===== src/rtl/booth_ctrl.sv =====
// Sequencer for the radix-2 Booth multiplier datapath: drives cv = {dp_rst, add, sub, load, shift, dc}.
// Optional BOOTH_ITER_CHECK_EN adds a shadow iteration counter that cross-checks the datapath count flag.
module booth_ctrl #(
  parameter int unsigned N = 4
) (
  input  logic       clk,
  input  logic       rst,
  input  logic       start,
  input  logic       q1,
  input  logic       q0,
  input  logic       count,
  output logic [5:0] cv,
  output logic       busy,
  output logic       done,
  output logic       err
);

  localparam int unsigned CVW   = 6;
  localparam int unsigned SW    = $clog2(N + 1);
  localparam int unsigned CV_RST = 5;
  localparam int unsigned CV_ADD = 4;
  localparam int unsigned CV_SUB = 3;
  localparam int unsigned CV_LD  = 2;
  localparam int unsigned CV_SH  = 1;
  localparam int unsigned CV_DC  = 0;

  typedef enum logic [2:0] {
    S_IDLE, S_CLR, S_LOAD, S_EVAL, S_SHIFT, S_CHECK, S_DONE
  } state_t;

  typedef enum logic [1:0] {OP_NOP, OP_ADD, OP_SUB} op_t;

  state_t         state_q, state_d;
  op_t            op_q, op_d;
  logic [CVW-1:0] cv_d;
  logic           busy_d, done_d;
  logic           at_n;

  // Next state plus output decode of that next state, so every output is a register.
  always_comb begin
    state_d = state_q;
    op_d    = op_q;
    cv_d    = '0;
    busy_d  = 1'b0;
    done_d  = 1'b0;
    case (state_q)
      S_IDLE:  if (start) state_d = S_CLR;
      S_CLR:   state_d = S_LOAD;
      S_LOAD:  state_d = S_EVAL;
      S_EVAL: begin
        case ({q1, q0})
          2'b10:   op_d = OP_SUB;
          2'b01:   op_d = OP_ADD;
          default: op_d = OP_NOP;
        endcase
        state_d = S_SHIFT;
      end
      S_SHIFT: state_d = S_CHECK;
      S_CHECK: state_d = (count || at_n) ? S_DONE : S_EVAL;
      S_DONE:  state_d = start ? S_CLR : S_IDLE;
      default: state_d = S_IDLE;
    endcase

    case (state_d)
      S_CLR: begin
        cv_d[CV_RST] = 1'b1;
        busy_d       = 1'b1;
      end
      S_LOAD: begin
        cv_d[CV_LD] = 1'b1;
        busy_d      = 1'b1;
      end
      S_SHIFT: begin
        cv_d[CV_SH]  = 1'b1;
        cv_d[CV_DC]  = 1'b1;
        cv_d[CV_ADD] = (op_d == OP_ADD);
        cv_d[CV_SUB] = (op_d == OP_SUB);
        busy_d       = 1'b1;
      end
      S_EVAL, S_CHECK: busy_d = 1'b1;
      S_DONE:          done_d = 1'b1;
      default: ;
    endcase
  end

  always_ff @(posedge clk or posedge rst) begin
    if (rst) begin
      state_q <= S_IDLE;
      op_q    <= OP_NOP;
      cv      <= '0;
      busy    <= 1'b0;
      done    <= 1'b0;
    end else begin
      state_q <= state_d;
      op_q    <= op_d;
      cv      <= cv_d;
      busy    <= busy_d;
      done    <= done_d;
    end
  end

`ifdef BOOTH_ITER_CHECK_EN
  logic [SW-1:0] shadow_q, shadow_d;
  logic          err_q, err_d;

  assign at_n = (shadow_q == SW'(N));

  // Shadow iteration count; err flags any disagreement with the datapath terminal flag.
  always_comb begin
    shadow_d = shadow_q;
    err_d    = err_q;
    if (state_d == S_CLR) begin
      shadow_d = '0;
      err_d    = 1'b0;
    end else if (state_q == S_SHIFT) begin
      shadow_d = shadow_q + SW'(1);
    end else if ((state_q == S_CHECK) && (count != at_n)) begin
      err_d = 1'b1;
    end
  end

  always_ff @(posedge clk or posedge rst) begin
    if (rst) begin
      shadow_q <= '0;
      err_q    <= 1'b0;
    end else begin
      shadow_q <= shadow_d;
      err_q    <= err_d;
    end
  end

  assign err = err_q;
`else
  assign at_n = 1'b0;
  assign err  = 1'b0;
`endif

endmodule


===== config.mk =====
export PLATFORM = sky130hd
export DESIGN_NAME = booth_ctrl
export DESIGN_NICKNAME = d
export VERILOG_FILES = /design/src/rtl/booth_ctrl.sv
export SDC_FILE = /design/constraint.sdc
export NUM_CORES = 1
export LEC_CHECK = 0
export CORE_AREA = 2 2 39 41
export CTS_CLUSTER_DIAMETER = 40
export DETAILED_ROUTE_END_ITERATION = 8
export DIE_AREA = 0 0 41 43
export PLACE_DENSITY = 0.67
export SLEW_MARGIN = 20
export SYNTH_ARGS = -nofsm -noshare
export SYNTH_HDL_FRONTEND = slang
export SYNTH_SLANG_ARGS = --single-unit

===== constraint.sdc =====
create_clock -name clk -period 1.35 [get_ports clk]
set_clock_uncertainty 0.1 [all_clocks]
set_input_delay 0.135 -clock clk [delete_from_list [all_inputs] [get_ports clk]]
set_output_delay 0.135 -clock clk [all_outputs]
set_load 0.01 [all_outputs]

==> results.sh, run 1 <==
export IMPL_core_area_sq_um=1380
export IMPL_final_hold_viol_count=0
export IMPL_synthMuxAreaShare_pct=0
export IMPL_post_cts_setup_buffers=0
export IMPL_p_leak_nw=0.310
export IMPL_viasPerCell=4.60
export IMPL_synth_compound_area_share_pct=9.44
export IMPL_vias=313
export IMPL_clock_path_buffers=2
export IMPL_timing_rr_end="state_q[1]$_DFF_PP0_"
export IMPL_synthesis_instances=37
export IMPL_fillers=141
export IMPL_arrival_ns=0.90
export IMPL_grt_pass1_wl_mm=1.26
export IMPL_num_rows=14
export IMPL_htreeDepth=1
export IMPL_clock_sinks=10
export IMPL_rsz0062_at_grt="no"
export IMPL_chipWidth_um=41
export IMPL_n_antenna_cell=0
export IMPL_syn_avg_cell_area_sq_um=11.5
export IMPL_clk_insertion_delay_late_ns=0.26
export IMPL_crit_family="flip-flops"
export IMPL_critPathSlowestCell="dfrtp_1"
export IMPL_use_met2_pct=16.6
export IMPL_grt_overflow=0
export IMPL_area_delta_synth_final_pct=38.1
export IMPL_crit_chain="dlygate4sd2_1"
export IMPL_powerDensity_nw_per_um2=1950
export IMPL_start_util_pct=30.7
export IMPL_cts_buffers=3
export IMPL_use_met3_pct=4.71
export IMPL_ant_nets=0
export IMPL_synth_top_family_by_area="simple AND/OR/NAND/NOR gates"
export IMPL_r2r_setup_slack_ns=0.23
export IMPL_fin_crit_ns=1.14
export IMPL_synth_xor_xnor_area_share_pct=0
export IMPL_r2r_start="state_q[1]$_DFF_PP0_"
export IMPL_final_nets=59
export IMPL_crit_cells=1
export IMPL_finalWorstSetupSlack_ns=0.212
export IMPL_fmax_mhz=878
export IMPL_yosysUniqueCellTypes=17
export IMPL_die_h_um=43
export IMPL_ios=15
export IMPL_synthesis_area_sq_um=424
export IMPL_final_seq_area_sq_um=250
export IMPL_first_pass_iters=2
export IMPL_pre_cts_ws_ns=0.212
export IMPL_grt_usage_pct=11.7
export IMPL_worstSetupPathType="reg2out"
export IMPL_crit_fanout=2
export IMPL_crit_path_end_kind="output port"
export IMPL_wl_per_cell_um=11.0
export IMPL_cts_tree="done"
export IMPL_antenna_found_initial=0
export IMPL_dp_hpwl_um=564
export IMPL_synth_fp_nets=43
export IMPL_post_route_period_util_pct=84.3
export IMPL_hold_path_class="in2async"
export IMPL_startpoint="cv[1]$_DFF_PP0_"
export IMPL_rr_worst_depth=2
export IMPL_grt_pass1_vias=315
export IMPL_final_cells=68
export IMPL_cp_start_kind="register"
export IMPL_drv_cap=0
export IMPL_cp_required_ns=1.12
export IMPL_path_buf_inv=1
export IMPL_synth_simple_area_share_pct=24.5
export IMPL_drive_gt1_share_pct=15.4
export IMPL_maxSlewViolCount=0
export IMPL_synth_area_leaders="dfrtp_1 59%, nor3b_2 5.9%, nand3b_4 4.7%, nand2_1 4.4%, buf_4 3.5%"
export IMPL_die_area_sq_um=1760
export IMPL_slowest_delay_ns=0.36
export IMPL_ir_drop_uv=693
export IMPL_busiest_layer="met2"
export IMPL_fin_tns_setup_ns=0
export IMPL_yosys_area_top_type_share_pct=59.0
export IMPL_routed_wl_um=749
export IMPL_clkTransAtPathRegs_ns=0.07
export IMPL_multi_input_area_sq_um=148
export IMPL_ys_seq_elements=10
export IMPL_synth_seq_area_share_pct=59.0
export IMPL_cts_root_buf="clkbuf_4"
export IMPL_synth_top_cell_by_area="dfrtp_1"
export IMPL_outcome="finished, final reports clean"
export IMPL_synth_fa_ha_area_share_pct=0
export IMPL_yosys_warnings=0
export IMPL_gp_congestion=0.733
export IMPL_setup_viol=0
export IMPL_io_buffers=13
export IMPL_met1_usage_pct=11.6
export IMPL_grt_max_degree=11
export IMPL_drcViolationCount=0
export IMPL_drtIter0Drc=7
export IMPL_place_inst=64
export IMPL_crit_path_end="cv[1]"
-- synth_stat cells --
cell,instances
a21bo_2,1
a21oi_1,1
buf_4,2
conb_1,1
dfrtp_1,10
inv_1,3
nand2_1,5
nand2b_1,1
nand3b_4,1
nor2_1,2
nor2b_1,2
nor3_1,1
nor3b_2,2
nor4b_1,1
o211ai_1,1
o21a_1,1
o21ai_0,2
-- how the worst min path moves through the flow --
stage                                 endpoint  slack (ns)  cells past startpoint
after detailed placement       cv[4]$_DFF_PP0_        0.35                      2
final                     state_q[1]$_DFF_PP0_        0.05                      2
after CTS                       done$_DFF_PP0_        0.06                      2
after floorplan                 busy$_DFF_PP0_       -0.12                      1
after global placement         cv[1]$_DFF_PP0_        0.34                      2
after global routing      state_q[0]$_DFF_PP0_        0.08                      2
-- what timing repair did --
item	4_1_cts	5_1_grt
endpoints found under the setup margin	8	0
gates resized for setup	8	0
hold buffers	0	0
-- layer usage --
layer  wire length [um]  vias to the layer above
li1                   -                      151
met1                291                      146
met2                380                       12
met3                 49                        4
met4                 28                        0
met5                  0                        -
-- final cells by class --
| type | count | share of cell area [%] |
|---|---|---|
| Clock buffer | 4 | 6.20 |
| Sequential cell | 10 | 42.7 |
| Multi-Input combinational cell | 22 | 25.2 |
| Tap cell | 16 | 3.42 |
| Timing Repair Buffer | 13 | 20.5 |
| Inverter | 3 | 1.92 |
-- flip-flops by register name (all words and copies together), names as in the netlist --
register / count
busy: 1
cv: 5
done: 1
state_q: 3
-- metrics by stage --
step	total power [W]	area [sq um]	hold slack [ns]	utilization, %
after global routing	0.00123	586	0.0788	42.3
final	0.00114	586	0.0462	42.3
after CTS	0.00116	586	0.0614	42.3
after detailed placement	0.000935	559	0.348	40.4
after floorplan	0.000746	424	-0.125	-
after global placement	0.000923	559	0.336	40.4
-- report_power, final --
part	leakage, nW	internal, W	total [W]	switching (W)
combinational	0.160	0.000194	0.000377	0.000183
clock	0.0210	0.000164	0.000267	0.000104
sequential	0.129	0.000398	0.000499	0.000101
total	0.310	0.000756	0.00114	0.000387
-- layout by cell type (no fill, tap or decap), drive strengths merged, types with 2 or more instances in the layout --
cell / synthesis / layout
nand2: 5 / 5
o21ai: 2 / 2
inv: 3 / 3
clkdlybuf4s50: 0 / 5
dfrtp: 10 / 10
nor2b: 2 / 2
dlygate4sd2: 0 / 8
nor3b: 2 / 2
nor2: 2 / 2
clkbuf: 0 / 4
-- kinds of logic after synthesis --
group / Yosys count
AOI/OAI and AO/OA: 6
other: 1
and+or+nand+nor: 15
buffers and inverters: 5
DFF: 10
(Power assumes the default switching activity.)
==> run 2: changes to the inputs <==
Settings changed: PLACE_DENSITY 0.67 to 0.69.
Clock period 1.35 ns to 1 ns, I/O delays scaled along.
==> results.sh, run 2 (synthesis results as in run 1) <==
export IMPL_top_regs="cv (5), state_q (3)"
export IMPL_drv_cap=0
export IMPL_arrival_ns=1.11
export IMPL_cp_required_ns=1.07
export IMPL_path_buf_inv=0
export IMPL_pre_cts_ws_ns=-0.103
export IMPL_rsz0062_at_grt="yes"
export IMPL_fmax_mhz=962
export IMPL_chipWidth_um=41
export IMPL_met1_length_um=305
export IMPL_finalWorstSetupSlack_ns=-0.0396
export IMPL_area_delta_synth_final_pct=47.8
export IMPL_final_nets=65
export IMPL_ant_nets=0
export IMPL_grt_pass1_wl_mm=1.30
export IMPL_outcome="complete, but fails checks"
export IMPL_htreeDepth=1
export IMPL_crit_fanout=7
export IMPL_r2r_start="state_q[2]$_DFF_PP0_"
export IMPL_clock_path_buffers=2
export IMPL_met2_wirelength_um=424
export IMPL_top_register="cv"
export IMPL_die_area_sq_um=1760
export IMPL_p_leak_nw=0.321
export IMPL_drtIter0Drc=6
export IMPL_ir_drop_uv=908
export IMPL_cts_tree="done"
export IMPL_first_pass_iters=4
export IMPL_io_buffers=13
export IMPL_routed_wl_um=833
export IMPL_core_area_sq_um=1380
export IMPL_highest_layer="met4"
export IMPL_grt_usage_pct=12.1
export IMPL_num_rows=14
export IMPL_ios=15
export IMPL_hold_path_class="in2async"
export IMPL_gp_congestion=0.734
export IMPL_clk_insertion_delay_late_ns=0.26
export IMPL_dr_wl_met3_um=79
export IMPL_grt_overflow=0
export IMPL_clock_sinks=10
export IMPL_dp_hpwl_um=608
export IMPL_drcViolationCount=0
export IMPL_die_h_um=43
export IMPL_drive_gt1_share_pct=46.6
export IMPL_cp_start_kind="register"
export IMPL_maxSlewViolCount=0
export IMPL_clkTransAtPathRegs_ns=0.06
export IMPL_fillers=143
export IMPL_post_route_period_util_pct=104
export IMPL_largest_reg_flops=5
export IMPL_fin_tns_setup_ns=-0.135
export IMPL_final_hold_viol_count=0
export IMPL_wl_per_cell_um=11.3
export IMPL_viasPerCell=4.55
export IMPL_setup_viol=4
export IMPL_crit_family="flip-flops"
export IMPL_critPathSlowestCell="dfrtp_2"
export IMPL_layout_common_cells="7 x dfrtp_1, 7 x buf_2, 5 x nand2_1, 5 x clkdlybuf4s50_1, 4 x buf_4"
export IMPL_crit_path_end="cv[5]$_DFF_PP0_"
export IMPL_powerDensity_nw_per_um2=2750
export IMPL_slowest_delay_ns=0.45
export IMPL_cts_buffers=3
export IMPL_violations="negative setup slack"
export IMPL_n_antenna_cell=0
export IMPL_timing_rr_end="cv[5]$_DFF_PP0_"
export IMPL_fin_crit_ns=1.04
export IMPL_startpoint="state_q[2]$_DFF_PP0_"
export IMPL_grt_max_degree=11
export IMPL_start_util_pct=30.7
export IMPL_antenna_found_initial=0
export IMPL_rr_worst_depth=2
export IMPL_r2r_setup_slack_ns=-0.04
export IMPL_crit_path_end_kind="register"
export IMPL_grt_pass1_vias=301
export IMPL_crit_cells=2
export IMPL_worstSetupPathType="reg2reg"
export IMPL_cts_root_buf="clkbuf_4"
export IMPL_crit_chain="nor2b_4 -> nor4b_2"
export IMPL_vias=337
[run 2: cell types whose count changed in the layout (fill, tap and decap cells not counted), sizes merged]
cell	delta
buf	+14
dlygate4sd2	-8
[run 2: layer usage]
metal | track usage [%] | up-vias
met5 | 0 | -
met4 | 8.00 | 0
met3 | 7.85 | 4
met2 | 17.8 | 17
met1 | 11.7 | 157
li1 | - | 159
[run 2: worst min-delay path, delay by kind of cell]
| kind | cells | cell delay [ns] |
|---|---|---|
| buffers and inverters | 3 | 0.62 |
[run 2: worst min-delay path by stage]
| stage | from | end |
|---|---|---|
| after floorplan | rst | busy$_DFF_PP0_ |
| final | rst | cv[1]$_DFF_PP0_ |
| after CTS | rst | cv[2]$_DFF_PP0_ |
| after global placement | rst | cv[2]$_DFF_PP0_ |
| after detailed placement | rst | cv[1]$_DFF_PP0_ |
| after global routing | rst | cv[2]$_DFF_PP0_ |
[run 2: per-stage QoR]
stage                     total power, W  util [%]  instances  cell area, sq um  hold slack, ns
final                            0.00173      45.3         74               627          0.0104
after global placement           0.00134      42.7         68               591           0.293
after global routing             0.00185      45.3         74               627          0.0285
after detailed placement         0.00136      42.7         68               591           0.296
after floorplan                  0.00101         -         37               425          -0.160
after CTS                        0.00170      44.6         74               617         0.00227
[run 2: power by group]
part / switching [W] / total, W / internal, W
Sequential: 0.000120 / 0.000670 / 0.000550
Combinational: 0.000342 / 0.000766 / 0.000425
Clock: 0.000135 / 0.000289 / 0.000154
[run 2: final cells by class]
class,count,area (sq um),area share [%]
timing repair buffer,19,149,23.8
tap,16,20.0,3.19
multi-input combinational,22,166,26.5
clock buffer,4,26.3,4.19
sequential,10,254,40.5
inverter,3,11.3,1.80
[run 2: repair_timing]
action / 4_1_cts / 5_1_grt
setup buffers: 2 / 0
gates resized for setup: 39 / 4
hold buffers: 0 / 0
pin swaps: 3 / 1
setup endpoints to repair: 14 / 11
==> run 3: changes to the inputs <==
Settings changed: CTS_CLUSTER_DIAMETER 40 to default, PLACE_DENSITY 0.69 to 0.67.
Clock period 1 ns to 1.1 ns, I/O delays scaled along.
==> results.sh, run 3 (synthesis results as in run 1) <==
export IMPL_r2r_start="state_q[2]$_DFF_PP0_"
export IMPL_crit_path_end_kind="register"
export IMPL_final_hold_viol_count=0
export IMPL_post_cts_setup_buffers=0
export IMPL_timing_rr_end="cv[5]$_DFF_PP0_"
export IMPL_fin_crit_ns=1.07
export IMPL_largest_reg_flops=5
export IMPL_chipWidth_um=41
export IMPL_place_inst=66
export IMPL_p_leak_nw=0.290
export IMPL_clock_path_buffers=2
export IMPL_grt_max_degree=11
export IMPL_rsz0062_at_grt="no"
export IMPL_power_frac_comb_pct=39.1
export IMPL_clk_insertion_delay_late_ns=0.25
export IMPL_intPower_w=0.000913
export IMPL_clock_sinks=10
export IMPL_htreeDepth=1
export IMPL_grt_overflow=0
export IMPL_n_antenna_cell=0
export IMPL_arrival_ns=1.12
export IMPL_num_rows=14
export IMPL_core_area_sq_um=1380
export IMPL_crit_fanout=5
export IMPL_crit_family="simple AND/OR/NAND/NOR gates"
export IMPL_cts_buffers=3
export IMPL_die_h_um=43
export IMPL_layout_common_cells="8 x dfrtp_1, 7 x clkdlybuf4s15_1, 5 x nand2_1, 5 x clkdlybuf4s50_1"
export IMPL_viasPerCell=4.46
export IMPL_seqPwrFrac_pct=43.9
export IMPL_powerDensity_nw_per_um2=2310
export IMPL_ant_nets=0
export IMPL_drtIter0Drc=3
export IMPL_drive_gt1_share_pct=22.6
export IMPL_startpoint="state_q[2]$_DFF_PP0_"
export IMPL_worstSetupPathType="reg2reg"
export IMPL_cp_start_kind="register"
export IMPL_netSwitchingPower_w=0.000460
export IMPL_crit_path_end="cv[5]$_DFF_PP0_"
export IMPL_top_regs="cv (5), state_q (3)"
export IMPL_wl_per_cell_um=10.2
export IMPL_grt_pass1_wl_mm=1.19
export IMPL_critPathSlowestCell="dfrtp_1"
export IMPL_hold_path_class="in2async"
export IMPL_area_delta_synth_final_pct=40.1
export IMPL_slowest_delay_ns=0.42
export IMPL_first_pass_iters=2
export IMPL_io_buffers=13
export IMPL_antenna_found_initial=0
export IMPL_clkTransAtPathRegs_ns=0.06
export IMPL_die_area_sq_um=1760
export IMPL_final_cells=69
export IMPL_grt_usage_pct=10.6
export IMPL_final_common_cell="dfrtp_1"
export IMPL_gp_congestion=0.702
export IMPL_swShare_pct=33.5
export IMPL_fin_tns_setup_ns=0
export IMPL_path_buf_inv=0
export IMPL_start_util_pct=30.7
export IMPL_setup_viol=0
export IMPL_cp_required_ns=1.15
export IMPL_post_route_period_util_pct=97.1
export IMPL_vias=308
export IMPL_drcViolationCount=0
export IMPL_grt_pass1_vias=276
export IMPL_whs_ns=0.0255
export IMPL_cts_tree="done"
export IMPL_postCtsHoldBufs=0
export IMPL_ios=15
export IMPL_outcome="finished, final reports clean"
export IMPL_ir_drop_uv=647
export IMPL_rr_worst_depth=2
export IMPL_routed_wl_um=706
export IMPL_crit_chain="nor2b_1 -> nor4b_1"
export IMPL_crit_cells=2
export IMPL_power_w=0.00137
export IMPL_fmax_mhz=936
export IMPL_drv_cap=0
export IMPL_final_nets=61
export IMPL_cts_root_buf="clkbuf_4"
export IMPL_pwr_share_clk_pct=17.0
export IMPL_top_register="cv"
export IMPL_maxSlewViolCount=0
export IMPL_dp_hpwl_um=554
export IMPL_r2r_setup_slack_ns=0.03
[run 3: cell count changes in the layout (fill, tap and decap cells not counted), moves of 2 or more]
cell,before,now
buf_6,3,0
buf_4,4,2
clkdlybuf4s15_1,0,7
buf_2,7,0
[run 3: power groups by stage]
| stage | clock (W) | combinational (W) | sequential, W |
|---|---|---|---|
| after CTS | 0.000242 | 0.000538 | 0.000598 |
| after detailed placement | 0 | 0.000584 | 0.000605 |
| final | 0.000234 | 0.000536 | 0.000603 |
| after global placement | 0 | 0.000574 | 0.000596 |
| after global routing | 0.000256 | 0.000616 | 0.000620 |
| after floorplan | 0 | 0.000275 | 0.000640 |
[run 3: cell type report]
type                            count  area [sq um]
Fill cell                         155           790
Sequential cell                    10           253
Multi-Input combinational cell     22           148
Timing Repair Buffer               15           140
Tap cell                           16          20.0
Clock buffer                        3          22.5
Inverter                            3          11.3
[run 3: routing by layer]
metal	routed length, um	part of all wire [%]	track usage, %	vias up
met4	14	2.0	8.00	0
met2	358	51	14.1	10
met5	0	0	0	-
met1	282	40	12.7	143
li1	-	-	-	153
met3	50	7.1	4.71	2
[run 3: timing repair]
action,in CTS,in global routing
hold endpoints to repair,0,0
resized for setup,13,8
setup endpoints to repair,9,10
[run 3: worst min-delay path by stage]
stage,start,cells after the start,end,slack [ns]
floorplan,rst,1,busy$_DFF_PP0_,-0.15
global placement,rst,2,cv[1]$_DFF_PP0_,0.31
detailed placement,rst,2,cv[2]$_DFF_PP0_,0.31
CTS,rst,2,cv[2]$_DFF_PP0_,0.04
global route,rst,2,cv[2]$_DFF_PP0_,0.07
finish,rst,2,cv[2]$_DFF_PP0_,0.03
[run 3: metrics by stage]
stage	utilization (%)	area, sq um	worst slack, ns
after floorplan	-	424	0.0696
after global placement	41.5	574	-0.0000475
after detailed placement	41.5	574	-0.0131
after CTS	42.9	593	0.00157
after global routing	42.9	594	0.00776
final	42.9	594	0.0322
==> variant (config.mk and constraints of run 1) <==
Re-encode `state_t` (7 states) as one-hot, 7 bits wide.
--- a/src/rtl/booth_ctrl.sv
+++ b/src/rtl/booth_ctrl.sv
@@ -24,8 +24,8 @@
   localparam int unsigned CV_SH  = 1;
   localparam int unsigned CV_DC  = 0;
 
-  typedef enum logic [2:0] {
-    S_IDLE, S_CLR, S_LOAD, S_EVAL, S_SHIFT, S_CHECK, S_DONE
+  typedef enum logic [6:0] {
+    S_IDLE = 7'b0000001, S_CLR = 7'b0000010, S_LOAD = 7'b0000100, S_EVAL = 7'b0001000, S_SHIFT = 7'b0010000, S_CHECK = 7'b0100000, S_DONE = 7'b1000000
   } state_t;
 
   typedef enum logic [1:0] {OP_NOP, OP_ADD, OP_SUB} op_t;
Check against the original RTL: same outputs for any inputs over 10 cycles, from zero or initial values and one cycle with rst high; not proved beyond that.
==> variant against run 1 <==
- the flow now finishes with violations (negative setup slack)
- sequential cell count increased by 4
- total power increased by 26%
- synthesized cell count increased by 59%
- wire length increased by 79%
- cell area increased by 63%
- area after synthesis increased by 55%
- setup slack got worse by 0.26 ns
- combinational power increased by 51%
- highest routed layer unchanged
==> variant: results (changes against run 1) <==
- GPL Wtd Cong: 0.8856 (was 0.7329)
- CP max FO: 5 (was 2)
- Global-route wire length before repair: 2.111 mm (was 1.262 mm)
- Sw power: 0.4572 mW (was 0.3871 mW)
- Final slew viol count: 0 (unchanged)
- Vias: 507 (was 313)
- Fin Setup TNS: -0.1755 ns (was 0 ns)
- H-tree depth reported by CTS: 1 (unchanged)
- Commonest cells post-synth: dfrtp_1 (13), nor2_1 (9), and3_2 (3), inv_1 (3), nor3_1 (3) (was dfrtp_1 (10), nand2_1 (5), inv_1 (3))
- Worst IR Drop VDD: 863.1 uV (was 693.0 uV)
- Cts bufs inserted: 3 (unchanged)
- WL/cell: 13.56 microns (was 11.01 microns)
- Final Non-Filler Cells: 99 (was 68)
- Synthesis warning total: 0 (unchanged)
- Status: complete, but fails checks (was finished clean)
- Static Leak: 0.4640 nW (was 0.3100 nW)
- Synthesized instance count: 59 (was 37)
- Worst EP arrival: 1.51 ns (was 0.90 ns)
- Biggest regs: state_q: 7 flops, cv: 5 flops (was cv: 5 flops, state_q: 3 flops)
- Reg2reg start: state_q[2] (was state_q[1])
- Clock latency on the worst-skew pair: 0.28 ns (was 0.26 ns)
- Clk buf depth: 2 (unchanged)
- Initial antenna violation count: 0 (unchanged)
- Largest net degree at the start of global routing: 15 (was 11)
- Detailed Place HPWL: 965.1 microns (was 564.1 microns)
- Total global-route track usage: 0.1914 (was 0.1165)
- Dpl cells: 91 (was 64)
- Clock root buffer master: clkbuf_4 (unchanged)
- Share of layout cells above drive strength 1: 0.4458 (was 0.1538)
- Ant diodes: 0 (unchanged)
- Vias in the first global route: 484 (was 315)
- First drt pass iteration count: 4 (was 2)
- FILL cells: 104 (was 141)
- R2R Path End: state_q[2] (was state_q[1])
- Synth top area cells: dfrtp_1 (50%), nor2_1 (5.2%), dfstp_2 (4.0%) (was dfrtp_1 (59%), nor3b_2 (5.9%), nand3b_4 (4.7%))
- Placed instance area: 833.3 sq um (was 559.3 sq um)
- Seq/Total Area, Yosys: 0.5363 (was 0.5900)
- Final nets: 90 (was 59)
- Final setup vio count: 6 (was 0)
- Worst-path clk slew: roughly 0.08 ns
- Failing checks: negative setup slack
- Remaining DRCs: 0 (unchanged)
- Post-synth net total: 65 (was 43)
- Port Buffers: 13 (unchanged)
- Setup WS post-layout: -0.04578 ns (was 0.2116 ns)
- DR iter-0 viols: 11 (was 7)
- Cell variety after synth: 25 (was 17)
- Asr flop ratio synth: 1.000 (unchanged)
- Reg2reg path depth: 4 (was 2)
variant: changes by cell type in the layout (fill, tap and decap cells not counted), moves of 2 or more:
cell      delta
nor2b_1      -2
and3_4       +2
buf_4       +12
dfrtp_2      +4
nor2_2       +2
nor2_1       +5
nand2_1      -3
nand3b_1     +2
xnor2_1      +2
variant: layout make-up:
type                            instances  area (sq um)  area share
Clock buffer                            4         36.28     0.03801
Inverter                                3         11.26     0.01180
Multi-Input combinational cell         36         300.3      0.3145
Sequential cell                        14         356.6      0.3735
Tap cell                               16         20.02     0.02097
Timing Repair Buffer                   26         230.2      0.2412
variant: stage by stage:
step | setup slack [ns] | hold slack [ns]
global route | -0.1139 | 0.09303
CTS | -0.03878 | 0.04568
global placement | -0.08738 | 0.3516
detailed placement | -0.1107 | 0.3564
floorplan | 0.04051 | -0.07650
finish | -0.04578 | 0.04225
variant: how the worst max path moves through the flow:
| stage | startpoint | end | slack (ns) |
|---|---|---|---|
| after floorplan | state_q[4] | busy | 0.04 |
| after global placement | state_q[2] | busy | -0.09 |
| after detailed placement | state_q[2] | busy | -0.11 |
| after CTS | state_q[2] | cv[3] | -0.04 |
| after global routing | state_q[2] | cv[3] | -0.11 |
| final | state_q[2] | state_q[2] | -0.05 |
variant: logic make-up after synthesis:
| group | count (synthesis) | synth area share |
|---|---|---|
| AOI/OAI and AO/OA | 5 | 0.04962 |
| xor gates and xnor gates | 3 | 0.04008 |
| buffers and inverters | 9 | 0.07823 |
| DFF | 14 | 0.5363 |
| muxes | 1 | 0.01527 |
| other | 1 | 0.005720 |
| and+or+nand+nor | 26 | 0.2748 |
variant: routing by layer:
layer  track usage  share of wire
met3       0.04712          0.030
met1        0.2329           0.40
met2        0.2875           0.55
met4        0.1200          0.022
met5             0              0
variant: what timing repair did:
| item | in CTS | in global routing |
|---|---|---|
| gates cloned | 0 | 0 |
| endpoints found under the hold margin | 0 | 0 |
| setup buffers | 1 | 3 |
| pin swaps | 0 | 6 |
| gates resized for setup | 15 | 8 |
| setup endpoints to repair | 13 | 11 |
variant: worst max-delay path, cell delays in order (launching register included):
cell and delay [ns]:
dfrtp_2 0.48, buf_12 0.15, nor4_4 0.26, buf_4 0.18
and3_4 0.16
variant: power groups by stage:
stage	Combinational, mW	Clock (mW)	Sequential (mW)
5_1_grt	0.621	0.329	0.586
2_1_floorplan	0.253	0	0.564
6_report	0.570	0.298	0.577
3_3_place_gp	0.442	0	0.580
3_5_place_dp	0.457	0	0.580
4_1_cts	0.484	0.312	0.571
